**src/rtl/mdu_pkg.sv**
```systemverilog
// Shared definitions for the iterative multiply/divide unit:
// operation encodings and controller state type.
package mdu_pkg;

  localparam logic MDU_MUL = 1'b0;
  localparam logic MDU_DIV = 1'b1;

  typedef enum logic [1:0] {
    IDLE,
    RUN,
    FIX,
    ERR
  } mdu_state_e;

endpackage

```
**src/rtl/mdu_sign_adj.sv**
```systemverilog
// Combinational two's-complement helper: conditional negate (i_neg) or,
// with i_abs set, absolute value of a signed input.
module mdu_sign_adj #(
  parameter int W = 32
) (
  input  logic [W-1:0] i_val,
  input  logic         i_neg,
  input  logic         i_abs,
  output logic [W-1:0] o_res
);

  logic w_flip;

  assign w_flip = i_abs ? i_val[W-1] : i_neg;
  assign o_res  = w_flip ? -i_val : i_val;

endmodule

```
**src/rtl/mult_div_unit.sv**
```systemverilog
// Iterative radix-2 multiply/divide unit with HI/LO result registers.
// Works on magnitudes for WIDTH cycles, then applies signs in one fix-up cycle.
module mult_div_unit
  import mdu_pkg::*;
#(
  parameter int WIDTH = 32
) (
  input  logic             clk,
  input  logic             reset,
  input  logic             start,
  input  logic             op,
  input  logic             sgn,
  input  logic [WIDTH-1:0] a,
  input  logic [WIDTH-1:0] b,
  output logic             busy,
  output logic             done,
  output logic             div_by_zero,
  output logic [WIDTH-1:0] hi,
  output logic [WIDTH-1:0] lo
);

  localparam int CNT_W = $clog2(WIDTH + 1);

  mdu_state_e         r_state;
  mdu_state_e         w_state_next;
  logic [CNT_W-1:0]   r_cnt;
  logic               r_op;
  logic               r_neg_q;
  logic               r_neg_r;
  logic               r_done;
  logic [WIDTH-1:0]   r_acc_hi;
  logic [WIDTH-1:0]   r_acc_lo;
  logic [WIDTH-1:0]   r_opnd;
  logic [WIDTH-1:0]   r_hi;
  logic [WIDTH-1:0]   r_lo;
  logic [WIDTH-1:0]   w_abs_a;
  logic [WIDTH-1:0]   w_abs_b;
  logic [WIDTH-1:0]   w_quo_fix;
  logic [WIDTH-1:0]   w_rem_fix;
  logic [2*WIDTH-1:0] w_prod_fix;
  logic [WIDTH:0]     w_mul_sum;
  logic [WIDTH:0]     w_div_shift;
  logic [WIDTH:0]     w_div_trial;
  logic               w_accept;

  // r_done blocks a start in the done cycle itself.
  assign w_accept    = (r_state == IDLE) && start && !r_done;
  assign busy        = (r_state == RUN) || (r_state == FIX);
  assign done        = r_done || (r_state == ERR);
  assign div_by_zero = (r_state == ERR);
  assign hi          = r_hi;
  assign lo          = r_lo;

  mdu_sign_adj #(.W(WIDTH)) u_abs_a (
    .i_val(a), .i_neg(1'b0), .i_abs(sgn), .o_res(w_abs_a)
  );
  mdu_sign_adj #(.W(WIDTH)) u_abs_b (
    .i_val(b), .i_neg(1'b0), .i_abs(sgn), .o_res(w_abs_b)
  );
  mdu_sign_adj #(.W(2*WIDTH)) u_prod_fix (
    .i_val({r_acc_hi, r_acc_lo}), .i_neg(r_neg_q), .i_abs(1'b0), .o_res(w_prod_fix)
  );
  mdu_sign_adj #(.W(WIDTH)) u_quo_fix (
    .i_val(r_acc_lo), .i_neg(r_neg_q), .i_abs(1'b0), .o_res(w_quo_fix)
  );
  mdu_sign_adj #(.W(WIDTH)) u_rem_fix (
    .i_val(r_acc_hi), .i_neg(r_neg_r), .i_abs(1'b0), .o_res(w_rem_fix)
  );

  // Multiply: acc = {partial, multiplier}; divide: acc = {remainder, dividend/quotient}.
  assign w_mul_sum   = {1'b0, r_acc_hi} + (r_acc_lo[0] ? {1'b0, r_opnd} : {(WIDTH+1){1'b0}});
  assign w_div_shift = {r_acc_hi, r_acc_lo[WIDTH-1]};
  assign w_div_trial = w_div_shift - {1'b0, r_opnd};

  always_ff @(posedge clk or negedge reset) begin
    if (!reset) begin
      r_state <= IDLE;
    end else begin
      r_state <= w_state_next;
    end
  end

  always_comb begin
    w_state_next = r_state;
    case (r_state)
      IDLE: begin
        if (w_accept) begin
          w_state_next = ((op == MDU_DIV) && (b == '0)) ? ERR : RUN;
        end
      end
      RUN: begin
        if (r_cnt == CNT_W'(1)) begin
          w_state_next = FIX;
        end
      end
      FIX:     w_state_next = IDLE;
      ERR:     w_state_next = IDLE;
      default: w_state_next = IDLE;
    endcase
  end

  always_ff @(posedge clk or negedge reset) begin
    if (!reset) begin
      r_cnt    <= '0;
      r_op     <= 1'b0;
      r_neg_q  <= 1'b0;
      r_neg_r  <= 1'b0;
      r_done   <= 1'b0;
      r_acc_hi <= '0;
      r_acc_lo <= '0;
      r_opnd   <= '0;
      r_hi     <= '0;
      r_lo     <= '0;
    end else begin
      r_done <= 1'b0;
      case (r_state)
        IDLE: begin
          if (w_accept) begin
            r_op     <= op;
            r_neg_q  <= sgn & (a[WIDTH-1] ^ b[WIDTH-1]);
            r_neg_r  <= sgn & a[WIDTH-1];
            r_cnt    <= CNT_W'(WIDTH);
            r_acc_hi <= '0;
            r_acc_lo <= (op == MDU_DIV) ? w_abs_a : w_abs_b;
            r_opnd   <= (op == MDU_DIV) ? w_abs_b : w_abs_a;
          end
        end
        RUN: begin
          r_cnt <= r_cnt - CNT_W'(1);
          if (r_op == MDU_MUL) begin
            {r_acc_hi, r_acc_lo} <= {w_mul_sum, r_acc_lo[WIDTH-1:1]};
          end else if (!w_div_trial[WIDTH]) begin
            r_acc_hi <= w_div_trial[WIDTH-1:0];
            r_acc_lo <= {r_acc_lo[WIDTH-2:0], 1'b1};
          end else begin
            r_acc_hi <= w_div_shift[WIDTH-1:0];
            r_acc_lo <= {r_acc_lo[WIDTH-2:0], 1'b0};
          end
        end
        FIX: begin
          r_done <= 1'b1;
          if (r_op == MDU_MUL) begin
            {r_hi, r_lo} <= w_prod_fix;
          end else begin
            r_hi <= w_rem_fix;
            r_lo <= w_quo_fix;
          end
        end
        default: ;
      endcase
    end
  end

endmodule
```
**config.mk**
```make
export PLATFORM = sky130hd
export DESIGN_NAME = mult_div_unit
export DESIGN_NICKNAME = d
export VERILOG_FILES = /design/src/rtl/mdu_pkg.sv /design/src/rtl/mdu_sign_adj.sv /design/src/rtl/mult_div_unit.sv
export SDC_FILE = /design/constraint.sdc
export NUM_CORES = 1
export LEC_CHECK = 0
export CORE_UTILIZATION = 55
export CTS_CLUSTER_DIAMETER = 50
export DETAILED_ROUTE_END_ITERATION = 6
export HOLD_SLACK_MARGIN = 0.1
export PLACE_DENSITY = 0.79
export SYNTH_ARGS = -nofsm -noshare
export SYNTH_HDL_FRONTEND = slang
export SYNTH_HIERARCHICAL = 1
export SYNTH_SLANG_ARGS = --single-unit
export TNS_END_PERCENT = 1
```
**constraint.sdc**
```tcl
create_clock -name clk -period 3.4 [get_ports clk]
set_input_delay 0.68 -clock clk [delete_from_list [all_inputs] [get_ports clk]]
set_output_delay 0.68 -clock clk [all_outputs]
set_load 0.05 [all_outputs]
```
==> results.toml <==
[status]
status = "complete, but fails checks"
violations = "design-rule violations, negative setup slack"

[global_route]
track_usage_pct = 34.1
antenna_found_initial = 0
grt_remaining_overflow = 0
grt_pass1_wl_um = 85000
grt_pass1_vias = 16000
grt_max_degree = 130

[sta]
setup_violations = 3
hold_ws_ns = 0.220
setup_slack_ns = -0.0372
slew_viol_final = 0
finalHoldViolCount = 0
min_period_over_period_pct = 101
rsz0062_at_grt = "yes"
fin_tns_setup_ns = -0.0593
slew_headroom_pct = 39.4
fin_crit_ns = 3.44
fin_skew_ns = 0.0134
max_freq_mhz = 291
tightest_slew_ns = 0.909

[yosys]
ys.warnings.count = 6
async_flop_share_pct = 100
ys.flop_type = "dfrtp_1"
synth_seq_cells = 172
synth_cell_types = 81
syn_area_per_cell_um2 = 8.16
syn-cell-area_um2 = 17000
ys_seq_area_share_pct = 25.3
synth_cells = 2090
synth_edf_count = 0

[cts]
cts_max_level = 4
clock_tree.root_cell = "clkbuf_16"
clock_sinks = 172
cts_tree = "done"
ctsHoldBuffers = 0
numCtsBuffers = 17
worstSkewPairLatency_ns = 0.45
cts_buffer_depth = 2
clk_pin_slew_ns = 0.08

[pwr]
power.switching_mw = 1.31
p_sw_share_pct = 27.7
irDropWorstVdd_mv = 0.334
p_comb_share_pct = 12.5
power_density_nw_per_um2 = 230
power_frac_seq_pct = 43.1
power.leakage_nw = 9.42
intPower_mw = 3.43
clkPwrFrac_pct = 44.4

[floorplanning]
chipHeight_um = 178
dieArea_um2 = 31700
die-width_um = 178
ioPinCount = 136
rows = 64
start_util_pct = 55.9
design.core.area_um2 = 30500

[placement]
io_buffers = 135
place_ws_ns = -0.133
place.gp.congestion = 0.999
hpwl_um = 40500

[critical_path]
reg2reg_to = "r_acc_hi[0]"
cp.required_ns = 3.75
r2r_cells = 13
cp_max_fo = 8
r2r_start = "r_opnd[18]"
worstSetupStartpointType = "flop"
arrival_ns = 3.79
r2r_slack_ns = -0.04
worstSetupPathType = "flop to flop"
end_kind = "flop"

[hold_path]
hold_class = "input port to asynchronous set/reset pin"

[detailed_routing]
viasPerCell = 6.14
drt_iter0_markers = 1605
ant_nets = 0
post_drt_wl_per_cell_um = 19.6
wl_um = 53500
drc = 1
drtPass1Iterations = 7
num_vias = 16800

[finish]
fill_cells = 2454
areaGrowthSynthToFinish_pct = 21.0
drive_gt1_share_pct = 13.8
finalNetCount = 2467
diodes = 0
fin_util_pct = 67.6

[job]
maxCapViolCount = 0
synth_stat cells, types with 60 or more instances:
cell	instances	area, um^2
xor2_1	122	1070
a21oi_1	182	911
nor3_1	60	300
clkbuf_1	77	289
inv_1	83	312
ha_1	75	938
nand2_1	168	631
o21ai_0	198	991
mux2i_1	156	1560
nor2_1	209	785
xnor2_1	113	990
dfrtp_1	172	4300
worst max-delay path, cell delays in order (launching register included):
cell	delay, ns
dfrtp_1	0.48
inv_1	0.08
ha_1	0.37
nand2_1	0.13
or4_1	0.46
nor3_1	0.21
a211o_1	0.20
a221o_1	0.22
a221oi_2	0.07
buf_4	0.17
xnor2_4	0.29
buf_6	0.21
mux2_4	0.31
o221ai_2	0.15
sequential cells by signal, indices dropped and copies added, names as in the netlist, 2 cells and up:
name	flops
r_opnd	32
r_cnt	6
hi	32
lo	32
r_acc_lo	32
r_state	2
r_acc_hi	32
power groups by stage:
stage,combinational [mW],sequential (mW),clock (mW)
2_1_floorplan,0.269,2.08,0
3_3_place_gp,0.573,2.08,0
3_5_place_dp,0.583,2.08,0
4_1_cts,0.585,2.04,2.12
5_1_grt,0.629,2.04,2.20
6_report,0.591,2.04,2.11
cell families (layout without fill, tap and decap cells):
group,Yosys count,after routing,synth area share (%)
other,1,10,0.0220
adder cells (fa/ha/maj),77,77,5.74
buffers and inverters,185,420,4.27
flip-flops,172,172,25.3
AND/OR/NAND/NOR,627,627,18.4
multiplexers,198,198,11.9
XOR/XNOR,236,236,12.2
AO/OA/AOI/OAI,594,594,22.2
layout make-up:
cell class,count,area (um^2),share of cell area [%]
Clock inverter,14,179,0.867
Sequential cell,172,4310,20.9
Multi-Input combinational cell,1742,12200,59.1
Inverter,83,312,1.51
Timing Repair Buffer,305,2700,13.1
Clock buffer,18,439,2.13
Tap cell,396,495,2.40
worst max-delay path by stage:
stage	from	endpoint	slack, ns	cells after the start
after floorplan	r_acc_hi[4]	r_acc_hi[27]	0.002	10
after global placement	r_acc_hi[4]	r_acc_hi[0]	-0.04	12
after detailed placement	r_acc_hi[4]	r_acc_hi[0]	-0.13	12
after CTS	r_opnd[5]	r_acc_hi[11]	-0.02	14
after global routing	r_opnd[5]	r_acc_hi[0]	-0.19	13
final	r_opnd[18]	r_acc_hi[0]	-0.04	13
placed cells by master (no fill, tap or decap), drive strengths merged, types with 32 or more instances in the layout:
master         instances
nor2                 209
o21ai                203
a21oi                182
dfrtp                172
buf                  172
nand2                168
mux2i                156
clkdlybuf4s50        133
xor2                 122
xnor2                114
inv                   89
ha                    75
nor3                  60
mux2                  42
and2                  38
a21o                  34
a31oi                 32
metal layers:
layer  routed length [um]  global-route usage, %  vias up
met5                    0                      0        -
met1                22400                   44.3     7950
met4                 2200                   15.4        0
li1                     -                      -     7982
met2                25200                   56.2      731
met3                 3750                   4.84      108
per-stage QoR:
| step | power [mW] | cell area, um^2 | instances |
|---|---|---|---|
| 2_1_floorplan | 2.35 | 17100 | 2099 |
| 3_3_place_gp | 2.66 | 19900 | 2696 |
| 3_5_place_dp | 2.67 | 19900 | 2696 |
| 4_1_cts | 4.75 | 20600 | 2730 |
| 5_1_grt | 4.87 | 20600 | 2730 |
| 6_report | 4.74 | 20600 | 2730 |
what timing repair did:
action,CTS,global route
buffers inserted,2,0
pin swaps,6,4
gates resized for setup,12,32
setup endpoints to repair,23,33
No activity file was read; power rests on OpenSTA's default activity.
